File: config.mk
export PLATFORM = sky130hd
export DESIGN_NAME = fire_layer_sequencer
export DESIGN_NICKNAME = d
export VERILOG_FILES = /design/src/rtl/fire_layer_sequencer.sv
export SDC_FILE = /design/constraint.sdc
export NUM_CORES = 1
export LEC_CHECK = 0
export ABC_AREA = 1
export CAP_MARGIN = 20
export CORE_ASPECT_RATIO = 0.7
export CORE_MARGIN = 2
export CORE_UTILIZATION = 47
export CTS_CLUSTER_SIZE = 28
export DETAILED_ROUTE_END_ITERATION = 10
export GPL_ROUTABILITY_DRIVEN = 0
export PLACE_DENSITY = 0.72
export SYNTH_ARGS = -nofsm -noshare
export SYNTH_HDL_FRONTEND = slang
export SYNTH_SLANG_ARGS = --single-unit
File: constraint.sdc
create_clock -name clk_i -period 2.55 [get_ports clk_i]
set_input_delay 0.3825 -clock clk_i [delete_from_list [all_inputs] [get_ports clk_i]]
set_output_delay 0.3825 -clock clk_i [all_outputs]
set_load 0.05 [all_outputs]
File: src/rtl/fire_layer_sequencer.sv
// ============================================================================
// Module   : fire_layer_sequencer
// Purpose  : Steps through up to eight fire-layer configurations held in a
//            local 8x21 table. For each layer it presents the layer config,
//            pulses start_o to the kernel reader, waits a settle window and
//            then waits for the compute path (and, for expand-1x1 layers,
//            the kernel reader) to report completion.
// Ports    : clk_i / rst_i               clock, sync active-high reset
//            cfg_wr_en/addr/data_i       table write port (IDLE only)
//            num_layers_i, run_i         sequence length-1 and start pulse
//            abort_i                     abandon sequence, return to IDLE
//            rd_done_i (level)           kernel reader finished the layer
//            proc_done_i (pulse)         compute path finished the layer
//            start_o                     one-cycle layer start
//            exp_1x1_en_o, one_exp1_ker_addr_limit_o, exp1_ker_depth_o,
//            layer_dimension_o           current layer configuration
//            layer_idx_o, busy_o, all_done_o  status
// Revision : 1.0 - initial release
// ============================================================================
`default_nettype none

module fire_layer_sequencer #(
  parameter int SETTLE_CYC = 3
) (
  input  logic        clk_i,
  input  logic        rst_i,
  input  logic        cfg_wr_en_i,
  input  logic [2:0]  cfg_wr_addr_i,
  input  logic [20:0] cfg_wr_data_i,
  input  logic [2:0]  num_layers_i,
  input  logic        run_i,
  input  logic        abort_i,
  input  logic        rd_done_i,
  input  logic        proc_done_i,
  output logic        start_o,
  output logic        exp_1x1_en_o,
  output logic [6:0]  one_exp1_ker_addr_limit_o,
  output logic [5:0]  exp1_ker_depth_o,
  output logic [6:0]  layer_dimension_o,
  output logic [2:0]  layer_idx_o,
  output logic        busy_o,
  output logic        all_done_o
);

  typedef enum logic [2:0] {
    S_IDLE   = 3'd0,
    S_FETCH  = 3'd1,
    S_START  = 3'd2,
    S_SETTLE = 3'd3,
    S_WAIT   = 3'd4,
    S_DONE   = 3'd5
  } state_t;

  localparam int CNT_W = (SETTLE_CYC > 1) ? $clog2(SETTLE_CYC) : 1;
  localparam logic [CNT_W-1:0] C_CNT_LAST = CNT_W'((SETTLE_CYC > 0) ? SETTLE_CYC - 1 : 0);

  state_t             r_state;
  state_t             w_next;
  logic [20:0]        r_tbl [8];
  logic [2:0]         r_last;
  logic [2:0]         r_idx;
  logic               r_rd_seen;
  logic               r_proc_seen;
  logic [CNT_W-1:0]   r_cnt;
  logic               r_start;
  logic               r_exp_en;
  logic [6:0]         r_limit;
  logic [5:0]         r_depth;
  logic [6:0]         r_dim;
  logic               r_busy;
  logic               r_all_done;

  // Same-cycle inputs count toward completion, so OR them with the flags.
  logic w_rd_any;
  logic w_proc_any;
  logic w_layer_done;

  assign w_rd_any     = r_rd_seen | rd_done_i;
  assign w_proc_any   = r_proc_seen | proc_done_i;
  assign w_layer_done = (r_state == S_WAIT) && w_proc_any && (w_rd_any || !r_exp_en);

  always_ff @(posedge clk_i) begin
    if (rst_i) begin
      r_state <= S_IDLE;
    end else begin
      r_state <= w_next;
    end
  end

  always_comb begin
    w_next = r_state;
    case (r_state)
      S_IDLE:   if (run_i) w_next = S_FETCH;
      S_FETCH:  w_next = S_START;
      S_START:  w_next = (SETTLE_CYC == 0) ? S_WAIT : S_SETTLE;
      S_SETTLE: if (r_cnt == C_CNT_LAST) w_next = S_WAIT;
      S_WAIT:   if (w_layer_done) w_next = (r_idx == r_last) ? S_DONE : S_FETCH;
      S_DONE:   w_next = S_IDLE;
      default:  w_next = S_IDLE;
    endcase
    // Abort wins over run and completion.
    if (abort_i) w_next = S_IDLE;
  end

  always_ff @(posedge clk_i) begin
    if (rst_i) begin
      for (int i = 0; i < 8; i++) r_tbl[i] <= '0;
      r_last      <= '0;
      r_idx       <= '0;
      r_rd_seen   <= 1'b0;
      r_proc_seen <= 1'b0;
      r_cnt       <= '0;
      r_start     <= 1'b0;
      r_exp_en    <= 1'b0;
      r_limit     <= '0;
      r_depth     <= '0;
      r_dim       <= '0;
      r_busy      <= 1'b0;
      r_all_done  <= 1'b0;
    end else begin
      // Status outputs are registered from the next state so they line up
      // with the state they describe.
      r_start    <= (w_next == S_START);
      r_all_done <= (w_next == S_DONE);
      r_busy     <= (w_next != S_IDLE);

      if ((r_state == S_IDLE) && cfg_wr_en_i) begin
        r_tbl[cfg_wr_addr_i] <= cfg_wr_data_i;
      end

      if ((r_state == S_IDLE) && (w_next == S_FETCH)) begin
        r_last <= num_layers_i;
        r_idx  <= '0;
      end

      // Config is only loaded when FETCH really proceeds, so an abort
      // during FETCH leaves the previous layer's config on the outputs.
      if ((r_state == S_FETCH) && (w_next == S_START)) begin
        r_exp_en <= r_tbl[r_idx][20];
        r_limit  <= r_tbl[r_idx][19:13];
        r_depth  <= r_tbl[r_idx][12:7];
        r_dim    <= r_tbl[r_idx][6:0];
      end

      if ((r_state == S_WAIT) && (w_next == S_FETCH)) begin
        r_idx <= r_idx + 3'd1;
      end

      case (r_state)
        S_START: begin
          r_rd_seen   <= 1'b0;
          r_proc_seen <= 1'b0;
          r_cnt       <= '0;
        end
        S_SETTLE: begin
          // rd_done_i is deliberately not sampled during the settle window.
          if (proc_done_i) r_proc_seen <= 1'b1;
          r_cnt <= r_cnt + 1'b1;
        end
        S_WAIT: begin
          if (rd_done_i)   r_rd_seen   <= 1'b1;
          if (proc_done_i) r_proc_seen <= 1'b1;
        end
        default: ;
      endcase
    end
  end

  assign start_o                   = r_start;
  assign exp_1x1_en_o              = r_exp_en;
  assign one_exp1_ker_addr_limit_o = r_limit;
  assign exp1_ker_depth_o          = r_depth;
  assign layer_dimension_o         = r_dim;
  assign layer_idx_o               = r_idx;
  assign busy_o                    = r_busy;
  assign all_done_o                = r_all_done;

endmodule

`default_nettype wire

==> flow_summary.json <==
{
  "fin_util_pct": 55.9,
  "antenna_found_initial": 0,
  "insertion_delay_ns": 0.50,
  "route.detailed.drc": 0,
  "worst_slew_pin_slew_ns": 0.521,
  "syn-num-nets": 973,
  "grt_max_degree": 85,
  "vdd_drop_max_uv": 425,
  "cp-end-kind": "output pin",
  "instances_no_fill": 1268,
  "totalWireLength_um": 22000,
  "period_needed_ns": 2.15,
  "slew_headroom_pct": 65.3,
  "r2r_cells": 8,
  "ys.flop_type": "edfxtp_1",
  "p_per_area_nw_per_um2": 669,
  "hold_viol": 0,
  "setup_viol": 0,
  "gr-total-overflow": 0,
  "clk_pin_slew_ns": 0.06,
  "rsz0062_at_grt": "no",
  "initial_core_util_pct": 48.4,
  "area_growth_pct": 15.5,
  "syn_inst": 937,
  "async_flop_share_pct": 0,
  "nFillCells": 1662,
  "yosys_warnings": 0,
  "multi_input_area_um2": 2800,
  "nets": 1027,
  "max_freq_mhz": 466,
  "status": "finished clean",
  "synthTopCellsByArea": "edfxtp_1, nand2_1, nand3_1",
  "crit_start": "layer_idx_o[0]",
  "crit_type": "reg -> out",
  "synthesis.area_um2": 9230,
  "core-area_um2": 19100,
  "cp.required_ns": 2.17,
  "rows": 42,
  "cpMaxStageDelayCell": "clkdlybuf4s50_1",
  "hp-class": "reg -> reg",
  "firstDrtPassIters": 5,
  "layout_commonest_cell": "nand2_1",
  "ys_seq_elements": 205,
  "vias": 6666,
  "cp.depth": 1,
  "grt_usage_pct": 21.8,
  "max_stage_delay_ns": 0.84,
  "seqCellArea_um2": 5790,
  "startpoint_type": "flip-flop",
  "p_total_mw": 7.13,
  "cp-endpoint": "layer_idx_o[0]",
  "p_leak_nw": 4.39,
  "first_global_vias": 6439,
  "synth-seq-area-share_pct": 62.7,
  "cp_data_arrival_time_ns": 1.76,
  "cts_resized": 0,
  "fin_worst_skew_ns": 0.00998,
  "max_cap_viol_count": 0,
  "critPathBufInv": 1,
  "yosysUniqueCellTypes": 35,
  "clk_path_buf_depth": 3,
  "ios": 61,
  "diodes": 0,
  "hold_slack_ns": 0.472,
  "cts_root_buf": "clkbuf_16",
  "synth.avg_cell_area_um2": 9.85,
  "post-dp-hpwl_um": 14100,
  "die_width_um": 171,
  "wl_per_cell_um": 17.4,
  "via_per_inst": 5.26,
  "post-cts-setup-buffers": 0,
  "crit_chain": "clkdlybuf4s50_1",
  "cts_num_sinks": 205,
  "r2r_end": "r_tbl[3][18]",
  "die_y_um": 121,
  "synth_top_area_cell": "edfxtp_1",
  "cts_tree": "yes",
  "drive_above_1_share_pct": 9.26,
  "first_iter_violations": 679,
  "grt_pass1_wl_um": 34800,
  "final_cell_mix": "nand2_1, nor2_1, edfxtp_1",
  "finalCritPeriodShare_pct": 84.1,
  "worstReg2RegStart": "r_state[0]",
  "ctsHoldBuffers": 0,
  "slew_violations": 0,
  "synth_edf_count": 168,
  "io_buffers": 60,
  "synth.top_cell.area_share_pct": 54.7,
  "detail-route-antenna-nets": 0,
  "numCtsBuffers": 20,
  "dp_cells": 1233,
  "cp_max_fo": 6,
  "dieArea_um2": 20800,
  "critPathTopFamily": "buffers and inverters",
  "setup-tns-final_ns": 0,
  "ctsHtreeMaxLevel": 1,
  "ff2ff_setup_slack_ns": 0.55
}
[metal layers]
layer | wire (µm) | up-vias | part of all wire, % | GRT usage, %
met3 | 1470 | 40 | 6.6 | 3.26
met5 | 0 | - | 0 | 0
met2 | 10600 | 251 | 48 | 36.3
li1 | - | 3221 | - | -
met1 | 9480 | 3154 | 43 | 29.9
met4 | 485 | 0 | 2.2 | 6.25
[worst min path at each step]
stage	from	endpoint	slack, ns	cells past startpoint
6_report	r_rd_seen	r_rd_seen	0.47	2
5_1_grt	r_proc_seen	r_proc_seen	0.50	2
4_1_cts	r_proc_seen	r_proc_seen	0.47	2
3_5_place_dp	r_proc_seen	r_proc_seen	0.46	2
3_3_place_gp	r_rd_seen	r_rd_seen	0.45	2
2_1_floorplan	r_rd_seen	r_rd_seen	0.44	2
[stage by stage]
stage	area, µm²	setup WS, ns
2_1_floorplan	9230	0.463
3_3_place_gp	10000	0.402
3_5_place_dp	10000	0.381
4_1_cts	10700	0.389
5_1_grt	10700	0.364
6_report	10700	0.405
[registers in the layout (all words and copies together) (netlist names)]
register                   count
busy_o                         1
r_tbl                        168
layer_dimension_o              7
r_proc_seen                    1
r_rd_seen                      1
all_done_o                     1
exp1_ker_depth_o               6
r_last                         3
r_state                        3
one_exp1_ker_addr_limit_o      7
exp_1x1_en_o                   1
start_o                        1
r_cnt                          2
layer_idx_o                    3
[area by class of cell]
type | instances | share of cell area [%]
well taps | 264 | 3.10
flip-flops and latches | 205 | 54.3
multi-input cells | 606 | 26.3
repair buffers | 90 | 8.08
clock inverters | 6 | 0.505
clock buffers | 29 | 5.31
inverters | 68 | 2.42
[synthesized netlist by cell type (2+ instances only)]
library cell	number
nand2_4	10
a21oi_1	6
nor3_1	3
buf_4	6
clkinv_1	2
inv_2	3
ha_1	2
o211ai_1	21
inv_1	62
a21oi_2	2
edfxtp_1	168
buf_6	17
nand4_1	6
nand2_2	2
o21ai_0	2
nor2_4	5
nand3_1	149
clkbuf_1	21
nand2_1	202
nor2_2	4
dfxtp_1	37
nor2_1	182
buf_2	13
[power breakdown]
| group | switching (mW) | internal (mW) | leakage, nW |
|---|---|---|---|
| Combinational | 0.308 | 0.149 | 2.02 |
| Sequential | 0.0425 | 3.75 | 2.06 |
| Clock | 1.25 | 1.64 | 0.306 |
[logic make-up (layout without fill, tap and decap cells)]
group / after synthesis / count (layout) / synth area share (%)
buffers and inverters: 126 / 193 / 6.96
DFF: 205 / 205 / 62.7
AOI/OAI and AO/OA: 34 / 34 / 2.66
xor gates and xnor gates: 2 / 2 / 0.190
adders and majority gates: 2 / 2 / 0.271
and+or+nand+nor: 568 / 568 / 27.2
(Power assumes the default switching activity.)
